==> config.mk <==
export PLATFORM = sky130hd
export DESIGN_NAME = stim_queue
export DESIGN_NICKNAME = d
export VERILOG_FILES = /design/src/rtl/stim_pkg.sv /design/src/rtl/stim_queue_mem.sv /design/src/rtl/stim_queue.sv
export SDC_FILE = /design/constraint.sdc
export NUM_CORES = 1
export LEC_CHECK = 0
export CAP_MARGIN = 30
export CORE_MARGIN = 3
export CORE_UTILIZATION = 55
export CTS_CLUSTER_DIAMETER = 200
export DETAILED_ROUTE_END_ITERATION = 10
export MAX_ROUTING_LAYER = met4
export PLACE_DENSITY = 0.76
export SYNTH_ARGS = -nofsm -noshare
export SYNTH_HDL_FRONTEND = slang
export SYNTH_SLANG_ARGS = --single-unit
==> constraint.sdc <==
create_clock -name clk -period 7.8 [get_ports clk]
set_input_delay 1.56 -clock clk [delete_from_list [all_inputs] [get_ports clk]]
set_output_delay 1.56 -clock clk [all_outputs]
set_load 0.03 [all_outputs]
==> src/rtl/stim_pkg.sv <==
// Shared types and widths for the stimulus queue.
package stim_pkg;

  localparam int unsigned STIM_DATA_W  = 32;
  localparam int unsigned STIM_STALL_W = 16;

  // One stored stimulus word plus its end-of-stream marker.
  typedef struct packed {
    logic [STIM_DATA_W-1:0] data;
    logic                   last;
  } stim_entry_t;

endpackage

==> src/rtl/stim_queue_mem.sv <==
// Entry storage for stim_queue: one synchronous write port, one asynchronous read port.
module stim_queue_mem
  import stim_pkg::*;
#(
  parameter int unsigned DEPTH = 8
) (
  input  logic                     clk,
  input  logic                     we,
  input  logic [$clog2(DEPTH)-1:0] waddr,
  input  stim_entry_t              wdata,
  input  logic [$clog2(DEPTH)-1:0] raddr,
  output stim_entry_t              rdata
);

  stim_entry_t mem [DEPTH];

  always_ff @(posedge clk) begin
    if (we) mem[waddr] <= wdata;
  end

  assign rdata = mem[raddr];

endmodule

==> src/rtl/stim_queue.sv <==
// Stimulus FIFO between a test source and a DUT, with end-of-test tracking.
// Define STIM_QUEUE_BYPASS_EN for a same-cycle pass-through when the queue is empty.
module stim_queue
  import stim_pkg::*;
#(
  parameter int unsigned DATA_W = STIM_DATA_W,
  parameter int unsigned DEPTH  = 8
) (
  input  logic                      clk,
  input  logic                      rst,
  input  logic                      in_valid,
  input  logic [DATA_W-1:0]         in_data,
  input  logic                      in_last,
  output logic                      in_ready,
  output logic                      out_valid,
  output logic [DATA_W-1:0]         out_data,
  input  logic                      out_ready,
  output logic [$clog2(DEPTH):0]    count,
  output logic [STIM_STALL_W-1:0]   stall_cnt,
  output logic                      done,
  output logic                      finished
);

  localparam int unsigned AW = $clog2(DEPTH);
  localparam int unsigned CW = AW + 1;

  logic [AW-1:0] wr_ptr;
  logic [AW-1:0] rd_ptr;
  stim_entry_t   wr_entry;
  stim_entry_t   head;
  logic          push;
  logic          pop;
  logic          push_store;
  logic          pop_store;
  logic          pop_last;

  // Readiness depends only on registered state, never on out_ready.
  assign in_ready = (count < CW'(DEPTH)) && !finished;
  assign push     = in_valid && in_ready;
  assign pop      = out_valid && out_ready;

  assign wr_entry.data = STIM_DATA_W'(in_data);
  assign wr_entry.last = in_last;

`ifdef STIM_QUEUE_BYPASS_EN
  // Empty queue presents the incoming word directly; a consumed bypass word is never stored.
  logic bypass;
  assign bypass     = (count == '0) && in_valid && !finished;
  assign out_valid  = (count != '0) || bypass;
  assign out_data   = bypass ? in_data : DATA_W'(head.data);
  assign pop_last   = bypass ? in_last : head.last;
  assign push_store = push && !(bypass && out_ready);
  assign pop_store  = pop && !bypass;
`else
  assign out_valid  = (count != '0);
  assign out_data   = DATA_W'(head.data);
  assign pop_last   = head.last;
  assign push_store = push;
  assign pop_store  = pop;
`endif

  stim_queue_mem #(.DEPTH(DEPTH)) u_mem (
    .clk   (clk),
    .we    (push_store && !rst),
    .waddr (wr_ptr),
    .wdata (wr_entry),
    .raddr (rd_ptr),
    .rdata (head)
  );

  // Pointers, occupancy, stall counter and end-of-test flags.
  always_ff @(posedge clk) begin
    if (rst) begin
      wr_ptr    <= '0;
      rd_ptr    <= '0;
      count     <= '0;
      stall_cnt <= '0;
      done      <= 1'b0;
      finished  <= 1'b0;
    end else begin
      if (push_store) wr_ptr <= wr_ptr + AW'(1);
      if (pop_store)  rd_ptr <= rd_ptr + AW'(1);
      case ({push_store, pop_store})
        2'b10:   count <= count + CW'(1);
        2'b01:   count <= count - CW'(1);
        default: count <= count;
      endcase
      if (in_valid && !in_ready && (stall_cnt != '1))
        stall_cnt <= stall_cnt + STIM_STALL_W'(1);
      done <= pop && pop_last;
      if (pop && pop_last) finished <= 1'b1;
    end
  end

endmodule

==> impl_metrics.py, run 1 <==
metrics = {
    "run_status": {
        "status": "complete, no violations",
    },
    "grt": {
        "first_global_vias": 6207,
        "antenna_found_initial": 0,
        "grt_overflow_total": 0,
        "grt_max_degree": 67,
        "grt_pass1_wl_um": 34700,
        "grtUsageTotal_pct": 20.8,
    },
    "clock_network": {
        "cts-hold-fix-buffers": 0,
        "cts_tree": "yes",
        "cts_setup_buffers": 0,
        "clkSinkCount": 295,
        "cts_made_buffers": 29,
        "cts_root_buf": "clkbuf_16",
        "cts_resized": 0,
        "htreeDepth": 1,
        "clk_latency_ps": 530,
        "clk_pin_slew_ps": 60,
        "clk_path_buf_depth": 3,
    },
    "yosys": {
        "synth_top_cell_area_share_pct": 69.3,
        "yosys-top-cells-area": "edfxtp_1 (69%), mux4_2 (13%), dfxtp_1 (5.4%)",
        "ys.flop_type": "edfxtp_1",
        "ys_ff_latch": 295,
        "yosys_warnings": 0,
        "ys_seq_area_share_pct": 74.7,
        "synth_cell_types": 52,
        "synth_edf_count": 264,
        "synth_area_per_cell_um2": 20.4,
        "yosysMostFrequentCell": "edfxtp_1",
        "synthArstFlopShare_pct": 0,
        "synth_nets": 602,
        "yosys.area.top_type": "edfxtp_1",
        "synthTopCellsByCount": "edfxtp_1 (264), mux4_2 (66), mux2_2 (33), dfxtp_1 (31), nor2_1 (22)",
        "syn-cell-area_um2": 11400,
        "synth_cells": 560,
    },
    "drt": {
        "antenna_left": 0,
        "postRouteWirelength_um": 21900,
        "num_vias": 5738,
        "vias_per_cell": 5.95,
        "drt_iter0_drc": 460,
        "wl_per_cell_um": 22.7,
        "dr.pass1.iters": 4,
        "route.detailed.drc": 0,
    },
    "finish": {
        "diodes": 0,
        "nets": 717,
        "area_growth_pct": 19.3,
        "fin_util_pct": 67.0,
        "drive_gt1_share_pct": 24.6,
    },
    "sta": {
        "layout_min_cycle_time_ps": 5090,
        "rsz0062_at_grt": "no",
        "final_max_slew_viol_count": 0,
        "worst_clock_skew_ps": 23.8,
        "slew_headroom_pct": 35.8,
        "hold_viol_final": 0,
        "finalSetupTns_ps": 0,
        "period_share_pct": 65.3,
        "fmax_mhz": 196,
        "worst_pin_slew_ps": 963,
        "setup_violations": 0,
    },
    "flow_run": {
        "max-cap-violations": 0,
    },
    "setup_path": {
        "cpPeakStageDelay_ps": 790,
        "cp_slowest_cell": "dfxtp_4",
        "critPathMaxFanout": 34,
        "crit_arrival_ps": 3530,
        "worst_setup_path_end_kind": "output pin",
        "start_kind": "flop",
        "crit_type": "reg2out",
        "path_cells": "buf_4 > mux4_2 > mux2_2 > clkdlybuf4s50_1",
        "rr_worst_depth": 8,
        "cp.required_ps": 6240,
    },
    "placement": {
        "place.detailed.hpwl_um": 12600,
        "place_congestion": 0.776,
        "port_buffers": 92,
    },
    "min_path": {
        "holdPathStages": 2,
        "hold_path_class": "reg2reg",
    },
    "power_and_ir_drop": {
        "power_density_nw_per_um2": 311,
        "vdd_drop_max_uv": 240,
        "leakagePower_nw": 4.29,
    },
    "die": {
        "start_util_pct": 56.2,
        "die_area_um2": 22600,
        "fp-row-count": 52,
        "core-area_um2": 20400,
        "die_y_um": 150,
        "io_pins": 93,
        "fp.dieW_um": 150,
    },
}
==> path summary, 6_finish.rpt <==
check                    start            to  slack [ps]
setup reg to reg      count[3]      count[2]        5260
hold / removal    stall_cnt[1]  stall_cnt[1]         500
hold reg to reg   stall_cnt[1]  stall_cnt[1]         500
setup / recovery          flop  out_data[19]        2710
==> area by class of cell <==
cell class                      count  area, µm²
Clock buffer                       39        763
Clock inverter                     11        103
Multi-Input combinational cell    237       2820
Tap cell                          270        338
Fill cell                        1294       6710
Sequential cell                   295       8560
Inverter                            3       11.3
Timing Repair Buffer              109       1060
==> registers in the layout, summed over array words and instances (netlist names), named ones only <==
register / count
u_mem.mem: 264
done: 1
count: 4
rd_ptr: 3
wr_ptr: 3
stall_cnt: 16
finished: 1
==> kinds of logic after synthesis <==
family	after synthesis	synth area share, %
AOI/OAI and AO/OA	38	2.30
xor gates and xnor gates	7	0.536
adders and majority gates	5	0.547
buffers and inverters	28	1.08
DFF	295	74.7
muxes	105	16.8
and+or+nand+nor	82	4.03
==> cell usage in the layout (no fill, tap or decap), types with 3 or more instances in the layout <==
master / n
nand2_1: 14
xor2_1: 4
nand3_1: 4
mux4_2: 66
dfxtp_1: 28
clkbuf_1: 10
mux2_2: 33
clkdlybuf4s50_1: 92
or3_1: 5
clkbuf_16: 29
nand4_1: 4
nor2_4: 3
edfxtp_1: 264
buf_4: 15
o21ai_0: 8
xnor2_1: 3
mux2i_1: 4
clkinv_2: 3
o31ai_1: 4
a21oi_1: 10
ha_1: 5
nor3_2: 3
nor2b_1: 3
or4_1: 5
clkinv_1: 6
and3_1: 5
nor2_1: 19
==> layer usage <==
metal | vias up | wire [µm] | global-route usage [%]
li1 | 2550 | - | -
met1 | 2980 | 9280 | 28.3
met2 | 170 | 11100 | 34.0
met3 | 38 | 1180 | 3.19
met4 | 0 | 379 | 4.94
met5 | - | 0 | -
==> per-stage QoR <==
step / area [µm²] / hold WS [ps] / setup slack, ps / std cells / power (W)
floorplan: 11400 / 472 / 1800 / 560 / 0.00267
CTS: 13700 / 502 / 2580 / 964 / 0.00430
global route: 13700 / 532 / 2430 / 964 / 0.00444
detailed placement: 12800 / 491 / 3170 / 914 / 0.00302
global placement: 12800 / 473 / 3220 / 912 / 0.00299
finish: 13700 / 500 / 2710 / 964 / 0.00425
==> worst max-delay path, delay by kind of cell (launching register included) <==
| kind | cells | cell delay, ps |
|---|---|---|
| flip-flops | 1 | 790 |
| buffers and inverters | 2 | 1250 |
| multiplexers | 2 | 920 |
==> power by group <==
group          switching [W]  leakage, nW  internal [W]
clock network       0.000537        0.421      0.000746
registers           0.000118         2.64       0.00181
logic               0.000498         1.23      0.000539
Power figures use the tool's default switching activity.
==> run 2, diff against run 1 <==
==> constraint.sdc (replaced) <==
create_clock -name clk -period 5.15 [get_ports clk]
set_input_delay 1.03 -clock clk [delete_from_list [all_inputs] [get_ports clk]]
set_output_delay 1.03 -clock clk [all_outputs]
set_load 0.03 [all_outputs]
==> impl_metrics.py, run 2 (synthesized netlist as in run 1, its figures left out) <==
metrics = {
    "run_status": {
        "status": "complete, no violations",
    },
    "sta": {
        "setup_ws_ps": 922,
        "period_share_pct": 82.1,
        "fmax_mhz": 237,
        "slew_headroom_pct": 49.3,
        "layout_min_cycle_time_ps": 4230,
        "rsz0062_at_grt": "no",
        "setup_violations": 0,
        "worst_pin_slew_ps": 761,
        "worst_clock_skew_ps": 8.69,
        "finalSetupTns_ps": 0,
        "final_max_slew_viol_count": 0,
        "hold_viol_final": 0,
    },
    "drt": {
        "postRouteWirelength_um": 21800,
        "wl_met2_um": 11400,
        "dr.pass1.iters": 4,
        "met1_length_um": 8950,
        "top_layer": "met4",
        "route.detailed.drc": 0,
        "vias_per_cell": 5.88,
        "drt_iter0_drc": 416,
        "dr_wl_met3_um": 1000,
        "num_vias": 5694,
        "wl_per_cell_um": 22.5,
        "antenna_left": 0,
    },
    "grt": {
        "grt_pass1_wl_um": 34300,
        "grtUsageTotal_pct": 20.7,
        "grt_max_degree": 57,
        "antenna_found_initial": 0,
        "first_global_vias": 6084,
        "grt_overflow_total": 0,
    },
    "min_path": {
        "min-delay-start": "stall_cnt[1]",
        "hold_path_class": "reg2reg",
    },
    "setup_path": {
        "crit_type": "reg2out",
        "start_kind": "flop",
        "cp.required_ps": 4120,
        "crit_arrival_ps": 3200,
        "reg2reg_from": "count[3]",
        "worst_setup_path_end_kind": "output pin",
        "critPathMaxFanout": 37,
    },
    "clock_network": {
        "clk_pin_slew_ps": 60,
        "cts_resized": 0,
        "clkSinkCount": 295,
        "cts-hold-fix-buffers": 0,
        "cts_root_buf": "clkbuf_16",
        "clk_latency_ps": 530,
        "cts_made_buffers": 29,
        "cts_setup_buffers": 0,
        "htreeDepth": 1,
        "clk_path_buf_depth": 3,
        "cts_tree": "yes",
    },
    "finish": {
        "largest_reg_flops": 264,
        "mostFrequentLayoutCell": "edfxtp_1",
        "layout_common_cells": "edfxtp_1 (264), clkdlybuf4s50_1 (92), mux4_2 (66)",
        "final_area_um2": 13800,
        "max_flop_register": "u_mem.mem",
        "nets": 718,
        "area_growth_pct": 20.3,
        "drive_gt1_share_pct": 25.2,
        "reg_top3": "u_mem.mem: 264 flops, stall_cnt: 16 flops, count: 4 flops",
        "diodes": 0,
        "final_cells": 968,
    },
    "die": {
        "die_area_um2": 22600,
        "start_util_pct": 56.2,
        "die_y_um": 150,
        "io_pins": 93,
        "core-area_um2": 20400,
        "fp.dieW_um": 150,
        "fp-row-count": 52,
    },
    "placement": {
        "placed_cells": 915,
        "placed_area_um2": 12800,
        "dp_slack_ps": 1400,
        "place.detailed.hpwl_um": 12700,
        "port_buffers": 92,
        "place_congestion": 0.735,
    },
    "power_and_ir_drop": {
        "power_density_nw_per_um2": 477,
        "vdd_drop_max_uv": 337,
        "leakagePower_nw": 4.34,
    },
    "flow_run": {
        "max-cap-violations": 0,
    },
}
## run 2: cell types whose count changed in the layout (fill, tap and decap cells not counted), sizes merged
cell and change:
bufinv +2, clkbuf -4, clkinv +4, buf +1
clkinvlp +1
## run 2: path summary, 6_finish.rpt
check | to | slack [ps] | depth (start not counted)
max reg2reg | count[2] | 2600 | 8
min reg2reg | stall_cnt[1] | 500 | 2
max | out_data[21] | 920 | 4
min | stall_cnt[1] | 500 | 2
## run 2: where the power goes
group	switching, W	total, W	internal (W)
clock	0.000820	0.00205	0.00123
combinational	0.000780	0.00161	0.000831
sequential	0.000160	0.00291	0.00275
total	0.00176	0.00656	0.00480
## run 2: cell type report
class                   instances  area [µm²]
inverters                       3        11.3
fillers                      1324        6600
well taps                     270         338
repair buffers                110        1090
clock buffers                  35         748
flip-flops and latches        295        8550
multi-input cells             237        2840
clock inverters                18         180
## run 2: routing by layer
metal | GRT usage, % | vias up
li1 | - | 2564
met1 | 26.8 | 2951
met2 | 34.5 | 147
met3 | 3.16 | 32
met4 | 5.99 | 0
met5 | - | -
## run 2: metrics by stage
step	hold slack, ps	utilization, %	total power, W
finish	505	67.6	0.00656
global route	533	67.6	0.00684
CTS	514	67.6	0.00665
detailed placement	505	63.0	0.00460
global placement	472	62.9	0.00455
floorplan	472	-	0.00404
## run 2: worst max-delay path: stages (launching register included)
cell and delay, ps:
dfxtp_4 850, buf_12 340, mux4_2 540, mux2_2 290, clkdlybuf4s50_1 600
==> run 3, diff against run 2 <==
==> constraint.sdc (replaced) <==
create_clock -name clk -period 4.3 [get_ports clk]
set_input_delay 0.86 -clock clk [delete_from_list [all_inputs] [get_ports clk]]
set_output_delay 0.86 -clock clk [all_outputs]
set_load 0.03 [all_outputs]
==> impl_metrics.py, run 3 (synthesized netlist as in run 1, its figures left out) <==
metrics = {
    "run_status": {
        "status": "complete, no violations",
    },
    "clock_network": {
        "cts_made_buffers": 29,
        "clk_path_buf_depth": 3,
        "clkSinkCount": 295,
        "clk_latency_ps": 530,
        "cts_root_buf": "clkbuf_16",
        "cts_tree": "yes",
        "htreeDepth": 1,
        "cts_resized": 0,
        "clk_pin_slew_ps": 60,
        "cts-hold-fix-buffers": 0,
        "cts_setup_buffers": 0,
    },
    "grt": {
        "grt_max_degree": 41,
        "grtUsageTotal_pct": 20.3,
        "grt_pass1_wl_um": 33800,
        "first_global_vias": 6095,
        "antenna_found_initial": 1,
        "grt_overflow_total": 0,
    },
    "drt": {
        "wl_per_cell_um": 22.7,
        "vias_per_cell": 5.94,
        "num_vias": 5735,
        "dr.pass1.iters": 4,
        "antenna_left": 0,
        "postRouteWirelength_um": 21900,
        "drt_iter0_drc": 420,
        "route.detailed.drc": 0,
    },
    "die": {
        "fp.dieW_um": 150,
        "die_area_um2": 22600,
        "fp-row-count": 52,
        "start_util_pct": 56.2,
        "io_pins": 93,
        "core-area_um2": 20400,
        "die_y_um": 150,
    },
    "setup_path": {
        "cpPeakStageDelay_ps": 760,
        "worst_setup_path_end_kind": "output pin",
        "cp-endpoint": "out_data[17]",
        "critPathMaxFanout": 23,
        "reg2reg_to": "count[2]",
        "path_cells": "buf_4 > mux4_2 > mux2_2 > clkdlybuf4s50_1",
        "start_kind": "flop",
        "crit_arrival_ps": 2940,
        "rr_worst_depth": 7,
        "crit_type": "reg2out",
        "reg2reg_from": "count[3]",
        "cp.required_ps": 3440,
        "cp_slowest_cell": "dfxtp_2",
        "rrSetupSlack_ps": 1750,
    },
    "sta": {
        "slew_headroom_pct": 51.7,
        "hold_viol_final": 0,
        "worst_clock_skew_ps": 7.48,
        "finalSetupTns_ps": 0,
        "rsz0062_at_grt": "no",
        "layout_min_cycle_time_ps": 3800,
        "fmax_mhz": 263,
        "final_max_slew_viol_count": 0,
        "worst_pin_slew_ps": 724,
        "setup_violations": 0,
        "period_share_pct": 88.3,
    },
    "finish": {
        "layout_common_cells": "edfxtp_1 (264), clkdlybuf4s50_1 (92), mux4_2 (66)",
        "final.fill_count": 1287,
        "area_growth_pct": 20.3,
        "reg_top3": "u_mem.mem: 264 flops, stall_cnt: 16 flops, count: 4 flops",
        "mostFrequentLayoutCell": "edfxtp_1",
        "max_flop_register": "u_mem.mem",
        "drive_gt1_share_pct": 25.0,
        "largest_reg_flops": 264,
        "nets": 716,
    },
    "placement": {
        "place_congestion": 0.801,
        "port_buffers": 92,
        "place.detailed.hpwl_um": 12100,
    },
    "power_and_ir_drop": {
        "vdd_drop_max_uv": 495,
        "leakagePower_nw": 4.34,
        "power_density_nw_per_um2": 575,
        "total_power_w": 0.00792,
    },
    "min_path": {
        "hold_path_class": "reg2reg",
    },
    "flow_run": {
        "max-cap-violations": 0,
    },
}
[run 3: critical path: cells and delay by family, from the launching register on]
family	cells	cell delay (ps)
buffers and inverters	2	1000
multiplexers	2	630
flip-flops	1	760
[run 3: how the worst min path moves through the flow]
stage / startpoint / to / slack, ps / cells past startpoint
2_1_floorplan: rd_ptr[2] / flop / 470 / 2
3_3_place_gp: stall_cnt[1] / stall_cnt[1] / 470 / 2
3_5_place_dp: rd_ptr[2] / flop / 490 / 2
4_1_cts: rd_ptr[2] / flop / 510 / 2
5_1_grt: rd_ptr[2] / rd_ptr[2] / 530 / 2
6_report: stall_cnt[1] / stall_cnt[1] / 510 / 2
[run 3: stage by stage]
stage               std cells  cell area [µm²]  worst slack, ps  hold WS (ps)  utilization [%]
floorplan                 560            11500              201           472                -
global placement          912            12800              952           472             62.9
detailed placement        913            12800              862           494             63.0
CTS                       965            13800              442           509             67.6
global route              966            13800              374           534             67.6
finish                    966            13800              501           511             67.6
[run 3: cell type report]
class                   instances  area (µm²)  area share [%]
inverters                       3        11.3          0.0818
clock buffers                  42         795            5.77
diodes                          1        2.50          0.0182
clock inverters                10         148            1.07
well taps                     270         338            2.45
multi-input cells             237        2840            20.6
repair buffers                108        1080            7.82
flip-flops and latches        295        8550            62.1
[run 3: layer usage]
metal | share of wire [%] | routed length, µm | global-route usage, %
met1 | 41 | 9090 | 26.8
met2 | 52 | 11300 | 33.7
met3 | 5.5 | 1200 | 3.40
met4 | 1.4 | 301 | 4.71
met5 | 0 | 0 | -
[run 3: power breakdown]
group / leakage [nW] / total, W / switching [W] / internal, W
sequential: 2.64 / 0.00341 / 0.000114 / 0.00329
combinational: 1.24 / 0.00203 / 0.00102 / 0.00101
clock: 0.460 / 0.00249 / 0.000973 / 0.00151
total: 4.34 / 0.00792 / 0.00210 / 0.00582
